<file path="src/rtl/lsu_pkg.sv">
// lsu_pkg: shared size encodings, FSM states and alignment check for the load/store unit
package lsu_pkg;
    localparam logic [1:0] SZ_BYTE = 2'b00;
    localparam logic [1:0] SZ_HALF = 2'b01;
    localparam logic [1:0] SZ_WORD = 2'b10;

    typedef enum logic [1:0] {IDLE, LOAD_WAIT, RMW, ERR} lsu_state_t;

    // size 2'b11 behaves as a word access
    function automatic logic is_misaligned(input logic [1:0] size, input logic [1:0] off);
        return size[1] ? |off : (size == SZ_HALF) & off[0];
    endfunction
endpackage

</file>
<file path="src/rtl/lsu_if.sv">
// lsu_if: pipeline request/response and data-memory signals of the load/store unit
interface lsu_if #(parameter int ADDR_W = 8);
    logic              req_valid;
    logic              req_write;
    logic [1:0]        req_size;
    logic              req_unsigned;
    logic [31:0]       req_addr;
    logic [31:0]       req_wdata;
    logic              req_ready;
    logic              rsp_valid;
    logic [31:0]       rsp_rdata;
    logic              rsp_err;
    logic [ADDR_W-1:0] mem_addr;
    logic [31:0]       mem_wdata;
    logic              mem_wren;
    logic [31:0]       mem_q;

    modport master(
        output req_valid, req_write, req_size, req_unsigned, req_addr, req_wdata, mem_q,
        input  req_ready, rsp_valid, rsp_rdata, rsp_err, mem_addr, mem_wdata, mem_wren
    );
    modport slave(
        input  req_valid, req_write, req_size, req_unsigned, req_addr, req_wdata, mem_q,
        output req_ready, rsp_valid, rsp_rdata, rsp_err, mem_addr, mem_wdata, mem_wren
    );
endinterface

</file>
<file path="src/rtl/lsu_lane_align.sv">
// lsu_lane_align: little-endian sub-word load extraction/extension and store lane merge
module lsu_lane_align
    import lsu_pkg::*;
(
    input  logic [31:0] mem_q,
    input  logic [1:0]  size,
    input  logic [1:0]  off,
    input  logic        uns,
    input  logic [31:0] wdata,
    output logic [31:0] rdata,
    output logic [31:0] merged
);
    logic [7:0]  b;
    logic [15:0] h;

    assign b = mem_q[{off, 3'b000} +: 8];
    assign h = off[1] ? mem_q[31:16] : mem_q[15:0];
    assign rdata = size[1] ? mem_q :
                   (size == SZ_HALF) ? {{16{~uns & h[15]}}, h} : {{24{~uns & b[7]}}, b};

    for (genvar k = 0; k < 4; k++) begin : g_lane
        assign merged[8*k +: 8] = size[1] ? wdata[8*k +: 8] :
                                  (size == SZ_HALF) ? ((off[1] == (k >= 2)) ? wdata[8*(k%2) +: 8] : mem_q[8*k +: 8]) :
                                  ((off == 2'(k)) ? wdata[7:0] : mem_q[8*k +: 8]);
    end
endmodule

</file>
<file path="src/rtl/load_store_unit.sv">
// load_store_unit: memory-stage LSU with sub-word loads, read-modify-write stores and misalignment errors
module load_store_unit
    import lsu_pkg::*;
#(
    parameter int ADDR_W = 8
) (
    input logic  clk,
    input logic  reset,
    lsu_if.slave bus
);
    lsu_state_t        state;
    logic [ADDR_W-1:0] cap_addr;
    logic [1:0]        cap_size;
    logic [1:0]        cap_off;
    logic              cap_uns;
    logic              cap_write;
    logic [31:0]       cap_wdata;
    logic              mis;
    logic              idle;
    logic [31:0]       ld_data;
    logic [31:0]       merged;

    assign mis  = is_misaligned(bus.req_size, bus.req_addr[1:0]);
    assign idle = (state == IDLE) && !reset;

    lsu_lane_align u_align (
        .mem_q  (bus.mem_q),
        .size   (cap_size),
        .off    (cap_off),
        .uns    (cap_uns),
        .wdata  (cap_wdata),
        .rdata  (ld_data),
        .merged (merged)
    );

    always_ff @(posedge clk) begin
        if (reset) begin
            state     <= IDLE;
            cap_addr  <= '0;
            cap_size  <= '0;
            cap_off   <= '0;
            cap_uns   <= 1'b0;
            cap_write <= 1'b0;
            cap_wdata <= '0;
        end else if (state == IDLE && bus.req_valid) begin
            cap_addr  <= bus.req_addr[ADDR_W+1:2];
            cap_size  <= bus.req_size;
            cap_off   <= bus.req_addr[1:0];
            cap_uns   <= bus.req_unsigned;
            cap_write <= bus.req_write;
            cap_wdata <= bus.req_wdata;
            state     <= mis ? ERR : !bus.req_write ? LOAD_WAIT : bus.req_size[1] ? IDLE : RMW;
        end else begin
            state <= IDLE;
        end
    end

    assign bus.req_ready = idle;
    assign bus.mem_addr  = reset ? '0 : (state == IDLE) ? bus.req_addr[ADDR_W+1:2] : cap_addr;
    // aligned word stores write straight through; sub-word stores write back the merged word in RMW
    assign bus.mem_wren  = !reset && ((state == RMW) ||
                           (idle && bus.req_valid && bus.req_write && bus.req_size[1] && !mis));
    assign bus.mem_wdata = (state == RMW) ? merged : bus.req_wdata;
    assign bus.rsp_valid = !reset && ((state == LOAD_WAIT) || (state == ERR && !cap_write));
    assign bus.rsp_rdata = (!reset && state == LOAD_WAIT) ? ld_data : '0;
    assign bus.rsp_err   = !reset && (state == ERR);
endmodule

</file>
<file path="src/flat_wrapper.sv">
// flat-port wrapper written by rule: the top's interface ports become plain ports
module load_store_unit_flat import lsu_pkg::*;
#(
    parameter int ADDR_W = 8
)
  (clk, reset, bus_req_valid, bus_req_write, bus_req_size, bus_req_unsigned, bus_req_addr, bus_req_wdata, bus_mem_q, bus_req_ready, bus_rsp_valid, bus_rsp_rdata, bus_rsp_err, bus_mem_addr, bus_mem_wdata, bus_mem_wren);
  lsu_if #(.ADDR_W(ADDR_W)) bus_i ();
  input logic clk;
  input logic reset;
  input wire logic [$bits(bus_i.req_valid)-1:0] bus_req_valid;
  input wire logic [$bits(bus_i.req_write)-1:0] bus_req_write;
  input wire logic [$bits(bus_i.req_size)-1:0] bus_req_size;
  input wire logic [$bits(bus_i.req_unsigned)-1:0] bus_req_unsigned;
  input wire logic [$bits(bus_i.req_addr)-1:0] bus_req_addr;
  input wire logic [$bits(bus_i.req_wdata)-1:0] bus_req_wdata;
  input wire logic [$bits(bus_i.mem_q)-1:0] bus_mem_q;
  output wire logic [$bits(bus_i.req_ready)-1:0] bus_req_ready;
  output wire logic [$bits(bus_i.rsp_valid)-1:0] bus_rsp_valid;
  output wire logic [$bits(bus_i.rsp_rdata)-1:0] bus_rsp_rdata;
  output wire logic [$bits(bus_i.rsp_err)-1:0] bus_rsp_err;
  output wire logic [$bits(bus_i.mem_addr)-1:0] bus_mem_addr;
  output wire logic [$bits(bus_i.mem_wdata)-1:0] bus_mem_wdata;
  output wire logic [$bits(bus_i.mem_wren)-1:0] bus_mem_wren;
  assign bus_i.req_valid = bus_req_valid;
  assign bus_i.req_write = bus_req_write;
  assign bus_i.req_size = bus_req_size;
  assign bus_i.req_unsigned = bus_req_unsigned;
  assign bus_i.req_addr = bus_req_addr;
  assign bus_i.req_wdata = bus_req_wdata;
  assign bus_i.mem_q = bus_mem_q;
  assign bus_req_ready = bus_i.req_ready;
  assign bus_rsp_valid = bus_i.rsp_valid;
  assign bus_rsp_rdata = bus_i.rsp_rdata;
  assign bus_rsp_err = bus_i.rsp_err;
  assign bus_mem_addr = bus_i.mem_addr;
  assign bus_mem_wdata = bus_i.mem_wdata;
  assign bus_mem_wren = bus_i.mem_wren;
  load_store_unit #(.ADDR_W(ADDR_W)) u_core (.clk(clk), .reset(reset), .bus(bus_i));
endmodule
</file>
<file path="config.mk">
export PLATFORM = sky130hd
export DESIGN_NAME = load_store_unit_flat
export DESIGN_NICKNAME = d
export VERILOG_FILES = /design/src/rtl/lsu_pkg.sv /design/src/rtl/lsu_if.sv /design/src/rtl/lsu_lane_align.sv /design/src/rtl/load_store_unit.sv /design/src/flat_wrapper.sv
export SDC_FILE = /design/constraint.sdc
export NUM_CORES = 1
export LEC_CHECK = 0
export ABC_AREA = 1
export BUFFER_PORTS_ARGS = -buffer_cell sky130_fd_sc_hd__buf_4
export CAP_MARGIN = 40
export CELL_PAD_IN_SITES_DETAIL_PLACEMENT = 0
export CELL_PAD_IN_SITES_GLOBAL_PLACEMENT = 1
export CORE_MARGIN = 4
export CORE_UTILIZATION = 32
export DETAILED_ROUTE_END_ITERATION = 6
export PLACE_DENSITY_LB_ADDON = 0.1
export REMOVE_ABC_BUFFERS = 1
export SETUP_SLACK_MARGIN = 0.2
export SLEW_MARGIN = 20
export SYNTH_ARGS = -nofsm -noshare
export SYNTH_HDL_FRONTEND = slang
export SYNTH_SLANG_ARGS = --single-unit
</file>
<file path="constraint.sdc">
create_clock -name clk -period 2.1 [get_ports clk]
set_input_delay 0.105 -clock clk [delete_from_list [all_inputs] [get_ports clk]]
set_output_delay 0.105 -clock clk [all_outputs]
set_load 0.05 [all_outputs]
</file>
==> impl_results.md, run 1 <==
* Routed via count at ~5000
* Fmax at 525.7 MHz
* Total power at 3.836 mW
* Die Y at roughly 120 µm
* First-pass GRT wire length at 25.60 mm
* Post-Syn Instances at 660
* Die ar. at around 13000 µm²
* Initial Util at 0.3258
* Yosys cell types at 25
* Pre-CTS setup slack at 104.4 ps
* Worst vdd ir at 0.0003832 V
* First-pass DRT Iterations at 5
* Total wire length at about 17 mm
* Share of layout cells above drive strength 1 at 0.3469
* Power density over cell area at around 640 nW/µm²
* TritonCTS buffer count at 5
* Global placer's final weighted congestion at 0.9105
* Worst slew margin at 0.6354
* Final period util at 0.9058
* Commonest non-fill, non-tap cell in the layout: buf_4
* Core area at between 10000 and 15000 µm²
* M2 GR Usage at 0.3936
* Hold EP: u_core.state[0]$_SDFF_PP0_
* Crit Reg-Reg Startpoint: u_core.state[0]$_SDFF_PP0_
* Reg2reg setup slack at between 600 and 700 ps
* Core Rows at 39
* Most frequent cells in the layout: buf_4, nand2_1, nor2_1
* Antenna cell count at 0
* Vias in the first global route at ~4800
* Number of synthesized flops with an enable pin at 0
* Final Net Count at 939
* Die X at 115.8 µm
* Final setup vio count at 0
* CTS tree: done
* Synth Register Bits at 48
* Max_cap viols at 0
* Setup ws final at 197.8 ps
* Clock transition at path regs at about 80 ps
* Clk sinks at 48
* Met1 usage at 0.3334
* Largest net degree at the start of global routing at 55
* Seq/Total Area, Yosys at 0.2583
* Hold Path Class: in -> reg
* Met3 usage at 0.05379
* Fill cells at 1255
* Critical path type: reg -> out
* Post-layout util at 0.5276
* Required time of the critical path at roughly 2000 ps
* Tmin final at about 1900 ps
* HP Start: bus_req_write
* Worst Tran Pin Value at 546.8 ps
* Max Transition Viols Final at 0
* Crit start category: flop
* P&R area growth vs syn at 61.96%
* Status: completed
* Initial DRC Count at approximately 380
* Number of port buffers at 156
* # DRC at 0
* Antenna-violating nets left at 0
* WL per Instance at 17.67 µm
* Syn_area_per_cell at 5.636 µm²
* GR Overflow Total at 0
* Post-Syn Area at 3720 µm²
* Crit-path max FO at 8
* Reg2reg path depth at 7
* Initial antenna violation count at 0
* Htree depth at 2
* Final TNS setup at 0 ps
* Vias/cell at between 5 and 6
* Reg2reg end: u_core.cap_wdata[20]$_SDFFE_PP0P_
* CP Capture Type: primary output
* Worst Hold Depth at 2
* Ys flop type: dfxtp_1
* Syn. warnings at 0
* Skew final at roughly 9.2 ps
* # hold bufs at CTS at 0
* RSZ-0062 raised after global routing: yes
* Hpwl dp at about 12 mm
* Top Usage Layer GRT: met2
* Pleak at 2.842 nW
* Root buffer cell: clkbuf_16
* Longest Clk Path Bufs at 2
* Worst EP arrival at 1800 ps
* FFs w/ async S/R, synth at 0
* Worst-Skew Late Latency at 310 ps
* Total track usage at 0.2460
* Endpoints failing hold at 0
* Top Ports at 179
## per-stage QoR
| stage | std cells | hold WS [ps] | cell area (µm²) |
|---|---|---|---|
| 5_1_grt | 979 | 2.793 | 6025 |
| 4_1_cts | 963 | 1.325 | 5567 |
| 2_1_floorplan | 621 | 198.7 | 3533 |
| 6_report | 979 | 15.29 | 6025 |
| 3_3_place_gp | 951 | 318.0 | 5131 |
| 3_5_place_dp | 951 | 324.5 | 5131 |
## layer usage
metal,up-vias,wire [µm]
met5,-,0
met4,0,372
met3,22,1482
met2,204,7829
met1,2379,7616
li1,2527,-
## cell type report
cell class	instances	area, µm²	share of cell area
Clock buffer	5	125.1	0.02077
Clock inverter	2	60.06	0.009969
Inverter	62	251.5	0.04174
Multi-Input combinational cell	513	2670	0.4432
Sequential cell	48	974.7	0.1618
Tap cell	143	178.9	0.02970
Timing Repair Buffer	206	1764	0.2928
## critical path, stage by stage (launching register included)
cell and delay (ps):
dfxtp_4 380, inv_6 90, buf_6 100, nand2_2 30
nand2_1 50, nand2_1 60, nand3_2 90, nand2_2 70
nand2_4 140, nand2_8 150, nor2_4 150, buf_8 150
## registers in the layout (all words and copies together) (netlist names)
name,flops
u_core.cap_wdata,32
u_core.state,2
u_core.cap_size,2
u_core.cap_write,1
u_core.cap_addr,8
u_core.cap_uns,1
u_core.cap_off,2
## report_power, final
| group | total [mW] | switching, mW | internal (mW) |
|---|---|---|---|
| sequential | 1.06 | 0.0649 | 0.993 |
| combinational | 1.69 | 1.09 | 0.596 |
| clock | 1.09 | 0.412 | 0.678 |
## Yosys cell counts, types with 2 or more instances
master | count | area (µm²)
or2_2 | 5 | 31.28
buf_1 | 2 | 7.510
nand4_1 | 2 | 12.51
o22ai_1 | 4 | 25.02
o21ai_0 | 91 | 455.4
nand2_2 | 2 | 12.51
clkbuf_1 | 19 | 71.32
a41oi_1 | 5 | 43.79
buf_2 | 14 | 70.07
nor2_1 | 114 | 427.9
buf_4 | 2 | 15.01
a21oi_1 | 80 | 400.4
nand2_1 | 139 | 521.8
dfxtp_1 | 48 | 960.9
buf_6 | 2 | 22.52
inv_2 | 2 | 7.510
nor2_2 | 4 | 25.02
clkinv_1 | 2 | 7.510
inv_1 | 58 | 217.7
o21bai_1 | 4 | 30.03
nand3_1 | 42 | 210.2
a22oi_1 | 3 | 22.52
o211ai_1 | 14 | 105.1
## cells by family (layout without fill, tap and decap cells)
kind of cell	after synthesis	after routing	share of synthesized area
AOI/OAI and AO/OA	202	202	0.2926
buffers and inverters	101	275	0.1127
DFF	48	48	0.2583
and+or+nand+nor	309	311	0.3364
## timing repair
item,in CTS,in global routing
resized for setup,56,96
pin swaps,2,17
buffers inserted,5,14
cloned,0,2
setup endpoints to repair,64,62
hold endpoints to repair,0,0
## how the worst max path moves through the flow
stage                               startpoint  cells after the start                 to  slack (ps)
2_1_floorplan  u_core.cap_size[1]$_SDFFE_PP0P_                      6   bus_mem_wdata[0]       -1440
3_3_place_gp   u_core.cap_size[0]$_SDFFE_PP0P_                      9  bus_mem_wdata[16]         100
3_5_place_dp   u_core.cap_size[0]$_SDFFE_PP0P_                      9  bus_mem_wdata[16]         100
4_1_cts        u_core.cap_size[1]$_SDFFE_PP0P_                      9  bus_rsp_rdata[22]         150
5_1_grt         u_core.cap_off[0]$_SDFFE_PP0P_                     11  bus_rsp_rdata[20]         120
6_report        u_core.cap_off[0]$_SDFFE_PP0P_                     11  bus_rsp_rdata[20]         200
Note: power is estimated with default switching activity, not from simulation.
==> inputs of run 2 (changes only) <==
- ABC_AREA: 1 -> 0
- CORE_UTILIZATION: 32 -> 34
==> run 2 against run 1 <==
Effect of this change: clock-buffer cell count up 1; sequential share of layout area down 1.6 points; global-route usage down 0.58 points; first-iteration DRC count down 17%; the run now ends with setup timing left; clock skew down 6.0 ps; fmax down 12%; non-clock buffer count up 24.
==> impl_results.md, run 2 <==
* Longest Clk Path Bufs at 2 (unchanged)
* Power density over cell area at 504.0 nW/µm² (-21%)
* Top cells by area, synth: dfxtp_1, nand2_1, a21oi_1
* Hpwl dp at 10.97 mm (-9.8%)
* Initial antenna violation count at 0 (unchanged)
* Power share of the combinational group at 0.489 (+0.049)
* FFs w/ async S/R, synth at 0 (unchanged)
* CTS tree: done
* Multi-input logic area at 3201 µm² (+20%)
* Syn. warnings at 0 (unchanged)
* Failing checks: setup timing
* Number of port buffers at 156 (unchanged)
* Initial Util at 0.3460 (+0.02027)
* Yosys cell types at 37 (+48%)
* Worst-Skew Late Latency at 320 ps (about the same)
* Required time of the critical path at 2000 ps (about the same)
* Worst Tran Pin Value at 663.4 ps (+116.6 ps)
* Top cell by count, worst path: buf_6
* Max reg flops at 32 (unchanged)
* Core Rows at 38 (-2.6%)
* TritonCTS buffer count at 5 (unchanged)
* Fmax at 460.1 MHz (-12%)
* Worst vdd ir at 0.0002625 V (-31%)
* Fill cells at 955 (-24%)
* Clock power frac at 0.206 (-0.078)
* Crit Reg-Reg Startpoint: u_core.state[1]$_SDFF_PP0_
* Post-synthesis xor/xnor area fraction at 0 (unchanged)
* Worst path max stage delay at 570 ps (+190 ps)
* Mux cell area share after synthesis at 0.1317 (+0.1317)
* HP Start: bus_req_addr[3]
* Ys flop type: dfxtp_1
* Synth Area in Compound Gates at 0.2767 (-0.01592)
* Htree depth at 2 (unchanged)
* First-pass DRT Iterations at 5 (unchanged)
* Die X at 112.8 µm (-2.6%)
* Hold EP: u_core.cap_addr[1]$_SDFFE_PP0P_
* Final period util at 1.035 (+0.1291)
* Sequential power share at 0.305 (+0.029)
* Crit start category: flop
* Top Ports at 179 (unchanged)
* Vias in the first global route at 4562 (-4.5%)
* Count leader, synth: nand2_1
* Total wire length at 17.15 mm (-0.88%)
* Sequential Area at 978.4 µm² (+0.39%)
* Max_cap viols at 0 (unchanged)
* Endpoints failing hold at 0 (unchanged)
* Routed via count at 4878 (-4.9%)
* Initial DRC Count at 313 (-17%)
* Tmin final at 2173 ps (+271.2 ps)
* GR Overflow Total at 0 (unchanged)
* P&R area growth vs syn at 80.07%
* Post-route cell area at 6725 µm² (+12%)
* Internal at 2.031 mW (-10%)
* Post-Synth Adder-Cell Area at 0 (unchanged)
* Max Transition Viols Final at 0 (unchanged)
* Syn_area_per_cell at 6.891 µm² (+22%)
* Root buffer cell: clkbuf_8
* Reg2reg end: u_core.cap_wdata[12]$_SDFFE_PP0P_
* Post-Syn Area at 3735 µm² (+0.40%)
* Commonest non-fill, non-tap cell in the layout: nand2_1
* Pre-CTS setup slack at -58.26 ps (-162.6 ps)
* Vias/cell at 5.568 (+6.2%)
* Sw Ratio at 0.4008 (-0.008353)
* Final Net Count at 838 (-11%)
* Largest net degree at the start of global routing at 58 (+5.5%)
* Switch Pwr at 1.358 mW (-13%)
* Clock transition at path regs at 100 ps (+20 ps)
* Synth cell count leaders: nand2_1, a21oi_1, dfxtp_1
* Simple logic cell fraction of the synthesized area at 0.2807 (-0.05562)
* Area leader, netlist: dfxtp_1
* CP Capture Type: primary output
* Slowest CP cell: mux4_2
* Reg2reg setup slack at 600 ps (-80 ps)
* Reg2reg path depth at 6 (-1)
* Cell family with most CP delay: multiplexers
* Die ar. at 12730 µm² (-5.1%)
* Largest Register: u_core.cap_wdata
* Largest regs: u_core.cap_wdata x32, u_core.cap_addr x8
* Crit-path max FO at 6 (-2)
* Setup ws final at -73.42 ps (-271.2 ps)
* Pleak at 3.024 nW (+6.4%)
* Status: finished, violations left
* Critical path type: reg -> out
* Final setup vio count at 18 (+18)
* Global placer's final weighted congestion at 0.8641 (-5.1%)
* CP bufs+invs at 4 (+1)
* Skew final at 3.275 ps (-5.955 ps)
* Seq/Total Area, Yosys at 0.2573 (-0.001038)
* Share of layout cells above drive strength 1 at 0.4755 (+0.1287)
* Cell Area, Placed at 5165 µm² (+0.66%)
* Total track usage at 0.2403 (-0.005757)
* Post-Syn Instances at 542 (-18%)
* Clk sinks at 48 (unchanged)
* First-pass GRT wire length at 24.49 mm (-4.3%)
* Worst Hold Depth at 3 (+1)
* Antenna-violating nets left at 0 (unchanged)
* Antenna cell count at 0 (unchanged)
* # DRC at 0 (unchanged)
* Crit path cell chain: mux4_2 > inv_2 > a21boi_4 > buf_6 > buf_16 > a21o_1 > buf_6
* Number of synthesized flops with an enable pin at 0 (unchanged)
* Largest family of logic cells by synthesized area: simple AND/OR/NAND/NOR gates
* Hold Path Class: in -> reg
* Post-synth top area share at 0.2573 (-0.001038)
* Worst slew margin at 0.5577 (-0.07772)
* Core area at 10790 µm² (-5.5%)
* Worst EP arrival at 2070 ps (+270 ps)
* RSZ-0062 raised after global routing: yes
* Die Y at 112.8 µm (-2.6%)
* WL per Instance at 19.57 µm (+11%)
* Most frequent cells in the layout: nand2_1, buf_4, buf_6
* Synth Register Bits at 48 (unchanged)
==> run 2: cell types whose count changed after synthesis, sizes merged, moves of 15 or more <==
cell,previous run,this run
and3,0,15
nand2b,0,15
mux2,0,23
nor2,118,22
inv,60,4
nand3,43,8
a221oi,0,18
mux2i,0,21
a21o,0,18
o21ai,91,31
==> run 2: cell type report <==
class                      instances  area share
clock buffer                       6     0.01079
clock inverter                     2    0.005209
inverter                           4    0.002977
multi-input combinational        446      0.4759
sequential                        48      0.1455
tap                              140     0.02605
timing repair buffer             230      0.3336
==> run 2: worst reg2reg max path, delay by kind of cell (launching register included) <==
kind	cells	cell delay, ps
buffers and inverters	2	500
AOI/OAI and AO/OA	1	150
DFF	1	330
and+or+nand+nor	3	440
==> run 2: cell families (layout without fill, tap and decap cells) <==
family	Yosys count	in the layout
AND/OR/NAND/NOR	237	237
flip-flops	48	48
buffers and inverters	48	242
AO/OA/AOI/OAI	164	164
multiplexers	45	45
==> run 2: how the worst max path moves through the flow <==
| stage | depth (start not counted) | endpoint | slack (ps) | from |
|---|---|---|---|---|
| floorplan | 4 | bus_rsp_rdata[7] | -2140 | u_core.cap_off[1]$_SDFFE_PP0P_ |
| global placement | 5 | bus_rsp_rdata[28] | -20 | u_core.state[1]$_SDFF_PP0_ |
| detailed placement | 5 | bus_rsp_rdata[27] | -60 | u_core.state[0]$_SDFF_PP0_ |
| CTS | 7 | bus_rsp_rdata[22] | -20 | u_core.state[0]$_SDFF_PP0_ |
| global route | 7 | bus_rsp_rdata[18] | -140 | u_core.state[0]$_SDFF_PP0_ |
| finish | 7 | bus_rsp_rdata[25] | -70 | u_core.cap_off[0]$_SDFFE_PP0P_ |
==> run 2: stage by stage <==
stage | hold slack [ps] | util | instances | setup TNS [ps] | total power [mW]
after global routing | 27.47 | 0.6231 | 876 | -2185 | 3.533
after detailed placement | 309.2 | 0.4786 | 828 | -711.6 | 2.314
final | 32.80 | 0.6231 | 876 | -973.3 | 3.390
after floorplan | 174.1 | - | 498 | -44780 | 1.781
after CTS | 32.88 | 0.5517 | 850 | -186.3 | 3.177
after global placement | 320.8 | 0.4786 | 828 | -277.6 | 2.303
==> run 2: power by group through the flow <==
stage                     logic, mW  registers (mW)  clock network, mW
after floorplan               0.730            1.05                  0
after global placement         1.26            1.04                  0
after detailed placement       1.27            1.05                  0
after CTS                      1.44            1.03              0.708
after global routing           1.74            1.04              0.750
final                          1.66            1.03              0.699
==> run 2: layer usage <==
metal / routed length [µm] / vias up / GRT usage
met4: 400 / 0 / 0.05609
met1: 7346 / 2334 / 0.3214
li1: - / 2301 / -
met2: 8255 / 216 / 0.4032
met5: 0 / - / 0
met3: 1144 / 27 / 0.04278
==> run 2: repair_timing <==
item,in CTS,in global routing
hold buffers,1,0
setup buffers,11,24
resized for setup,137,136
endpoints found under the setup margin,64,62
pin swaps,22,46
hold endpoints to repair,1,0
cloned,2,2
==> inputs of run 3 (changes only) <==
- CTS_CLUSTER_DIAMETER: default -> 80
- GPL_TIMING_DRIVEN: default -> 0
==> run 3 against run 2 <==
Effect of this change: the flow still finishes with violations (setup timing); sequential power about the same; core utilization fell by 0.63 points; hold slack worse by 4.2 ps; combinational power about the same; worst setup slack worse by 28 ps; die area is the same; sequential share of layout area is 0.22 points higher; critical endpoint is now bus_rsp_rdata[18]; highest routed layer unchanged.
==> impl_results.md, run 3 (synthesis results as in run 2) <==
* Status: finished, violations left
* Failing checks: setup timing
* Largest Register: u_core.cap_wdata
* First-pass GRT wire length at 26.30 mm (+7.4%)
* Required time of the critical path at 2000 ps (about the same)
* Clock transition at path regs at 100 ps (about the same)
* Power density over cell area at 525.2 nW/µm² (+4.2%)
* Top Ports at 179 (unchanged)
* CTS tree: done
* Final period util at 1.048 (+0.01347)
* RSZ-0062 raised after global routing: yes
* Largest net degree at the start of global routing at 59 (+1.7%)
* Met2 wire len at 8.478 mm (+2.7%)
* Clk sinks at 48 (unchanged)
* Detail Route met3 WL at 1.191 mm (+4.1%)
* Cell Area, Placed at 5060 µm² (-2.0%)
* Number of port buffers at 156 (unchanged)
* Total track usage at 0.2568 (+0.01646)
* Htree depth at 2 (unchanged)
* Crit start category: flop
* Total wire length at 17.28 mm (+0.76%)
* Most frequent cells in the layout: nand2_1, buf_4, buf_6
* Max Transition Viols Final at 0 (unchanged)
* Post-route cell area at 6658 µm² (-1.0%)
* Hold Path Class: in -> reg
* Reg2reg path depth at 7 (+1)
* Hold EP: u_core.cap_size[0]$_SDFFE_PP0P_
* Reg2reg setup slack at 390 ps (-210 ps)
* WL per Instance at 19.70 µm (+0.65%)
* Vias/cell at 5.522 (-0.83%)
* Reg2reg end: u_core.cap_wdata[10]$_SDFFE_PP0P_
* GR Overflow Total at 0 (unchanged)
* Root buffer cell: clkbuf_8
* Share of layout cells above drive strength 1 at 0.4668 (-0.008786)
* Multi-input logic area at 3069 µm² (-4.1%)
* Hpwl dp at 10.36 mm (-5.6%)
* Setup ws final at -101.7 ps (-28.29 ps)
* Global placer's final weighted congestion at 0.8475 (-1.9%)
* Endpoints failing hold at 0 (unchanged)
* P&R area growth vs syn at 78.26%
* Max_cap viols at 0 (unchanged)
* CP Capture Type: primary output
* Worst-Skew Late Latency at 310 ps (about the same)
* Final Net Count at 840 (+0.24%)
* Commonest non-fill, non-tap cell in the layout: nand2_1
* Skew final at 10.63 ps (+7.353 ps)
* Largest regs: u_core.cap_wdata x32, u_core.cap_addr x8
* Sequential Area at 983.4 µm² (+0.51%)
* Tmin final at 2202 ps (+28.29 ps)
* Final setup vio count at 41 (+23)
* Worst EP arrival at 2100 ps (+30 ps)
* Crit-path max FO at 6 (unchanged)
* Total power at 3.497 mW (+3.2%)
* # DRC at 0 (unchanged)
* Core Rows at 38 (unchanged)
* Fmax at 454.2 MHz (-1.3%)
* TritonCTS buffer count at 5 (unchanged)
* Die Y at 112.8 µm (unchanged)
* HP Start: bus_req_size[0]
* First-pass DRT Iterations at 5 (unchanged)
* M1 WL at 7.274 mm (-0.98%)
* Crit Reg-Reg Startpoint: u_core.state[0]$_SDFF_PP0_
* Initial Util at 0.3460 (unchanged)
* DR top layer: met4
* Critical path type: reg -> out
* Routed via count at 4843 (-0.72%)
* Antenna-violating nets left at 0 (unchanged)
* Worst Hold Depth at 3 (unchanged)
* Initial antenna violation count at 0 (unchanged)
* Core area at 10790 µm² (unchanged)
* Max reg flops at 32 (unchanged)
* Longest Clk Path Bufs at 2 (unchanged)
* Vias in the first global route at 4772 (+4.6%)
* Worst slew margin at 0.5444 (-0.01328)
* Initial DRC Count at 308 (-1.6%)
* Antenna cell count at 0 (unchanged)
* Worst vdd ir at 0.0002904 V (+11%)
* Fill cells at 948 (-0.73%)
* Pleak at 2.949 nW (-2.5%)
* Worst Tran Pin Value at 683.3 ps (+19.92 ps)
* Die ar. at 12730 µm² (unchanged)
* Die X at 112.8 µm (unchanged)
## run 3: changes by cell type in the layout (fill, tap and decap cells not counted), moves of 6 or more
| cell | before | now |
|---|---|---|
| mux2_4 | 15 | 4 |
| a221oi_2 | 16 | 9 |
| nand2_1 | 137 | 146 |
| mux2_2 | 8 | 19 |
| o21ai_1 | 22 | 16 |
| a221oi_1 | 0 | 6 |
| buf_6 | 83 | 63 |
| buf_4 | 129 | 143 |
| nand2_4 | 10 | 0 |
## run 3: final cells by class
type | count | share of cell area
Sequential cell | 48 | 0.1477
Timing Repair Buffer | 231 | 0.3430
Multi-Input combinational cell | 447 | 0.4610
Tap cell | 140 | 0.02631
Clock buffer | 5 | 0.01034
Inverter | 4 | 0.002631
Clock inverter | 2 | 0.009021
## run 3: metrics by stage
| step | TNS (ps) | util | setup slack (ps) | hold slack, ps | instances |
|---|---|---|---|---|---|
| 6_report | -1650 | 0.6169 | -101.7 | 28.61 | 877 |
| 5_1_grt | -5016 | 0.6169 | -179.0 | 32.75 | 877 |
| 3_5_place_dp | -16280 | 0.4688 | -514.1 | 316.7 | 802 |
| 2_1_floorplan | -44780 | - | -2143 | 174.1 | 498 |
| 4_1_cts | -1377 | 0.5825 | -109.9 | 30.78 | 864 |
| 3_3_place_gp | -112660 | 0.4536 | -1670 | 315.0 | 794 |
## run 3: power by group
group,switching (mW),internal (mW)
combinational,0.941,0.715
sequential,0.0544,0.968
clock,0.349,0.470
## run 3: worst max path at each step
| stage | start | slack [ps] | endpoint |
|---|---|---|---|
| after floorplan | u_core.cap_off[1]$_SDFFE_PP0P_ | -2140 | bus_rsp_rdata[7] |
| after global placement | u_core.cap_off[1]$_SDFFE_PP0P_ | -1670 | bus_rsp_rdata[2] |
| after detailed placement | reset | -510 | bus_rsp_rdata[18] |
| after CTS | u_core.cap_off[1]$_SDFFE_PP0P_ | -110 | bus_rsp_rdata[28] |
| after global routing | u_core.cap_off[1]$_SDFFE_PP0P_ | -180 | bus_rsp_rdata[21] |
| final | u_core.cap_off[1]$_SDFFE_PP0P_ | -100 | bus_rsp_rdata[18] |
## run 3: routing by layer
layer / global-route usage / vias to the layer above
li1: - / 2302
met1: 0.3364 / 2308
met2: 0.4412 / 202
met3: 0.04599 / 31
met4: 0.05609 / 0
met5: 0 / -
## run 3: worst max-delay path, stage by stage, from the launching register on
cell,delay (ps)
dfxtp_4,380
buf_12,130
mux2i_2,160
a2111oi_4,320
a21boi_4,270
buf_6,130
buf_12,110
a21o_1,120
buf_6,160
## run 3: timing repair
item | 4_1_cts | 5_1_grt
setup buffers | 49 | 13
gates cloned | 5 | 0
pin swaps | 29 | 32
endpoints found under the hold margin | 1 | 0
resized for setup | 154 | 55
setup endpoints to repair | 119 | 71
hold buffers | 1 | 0
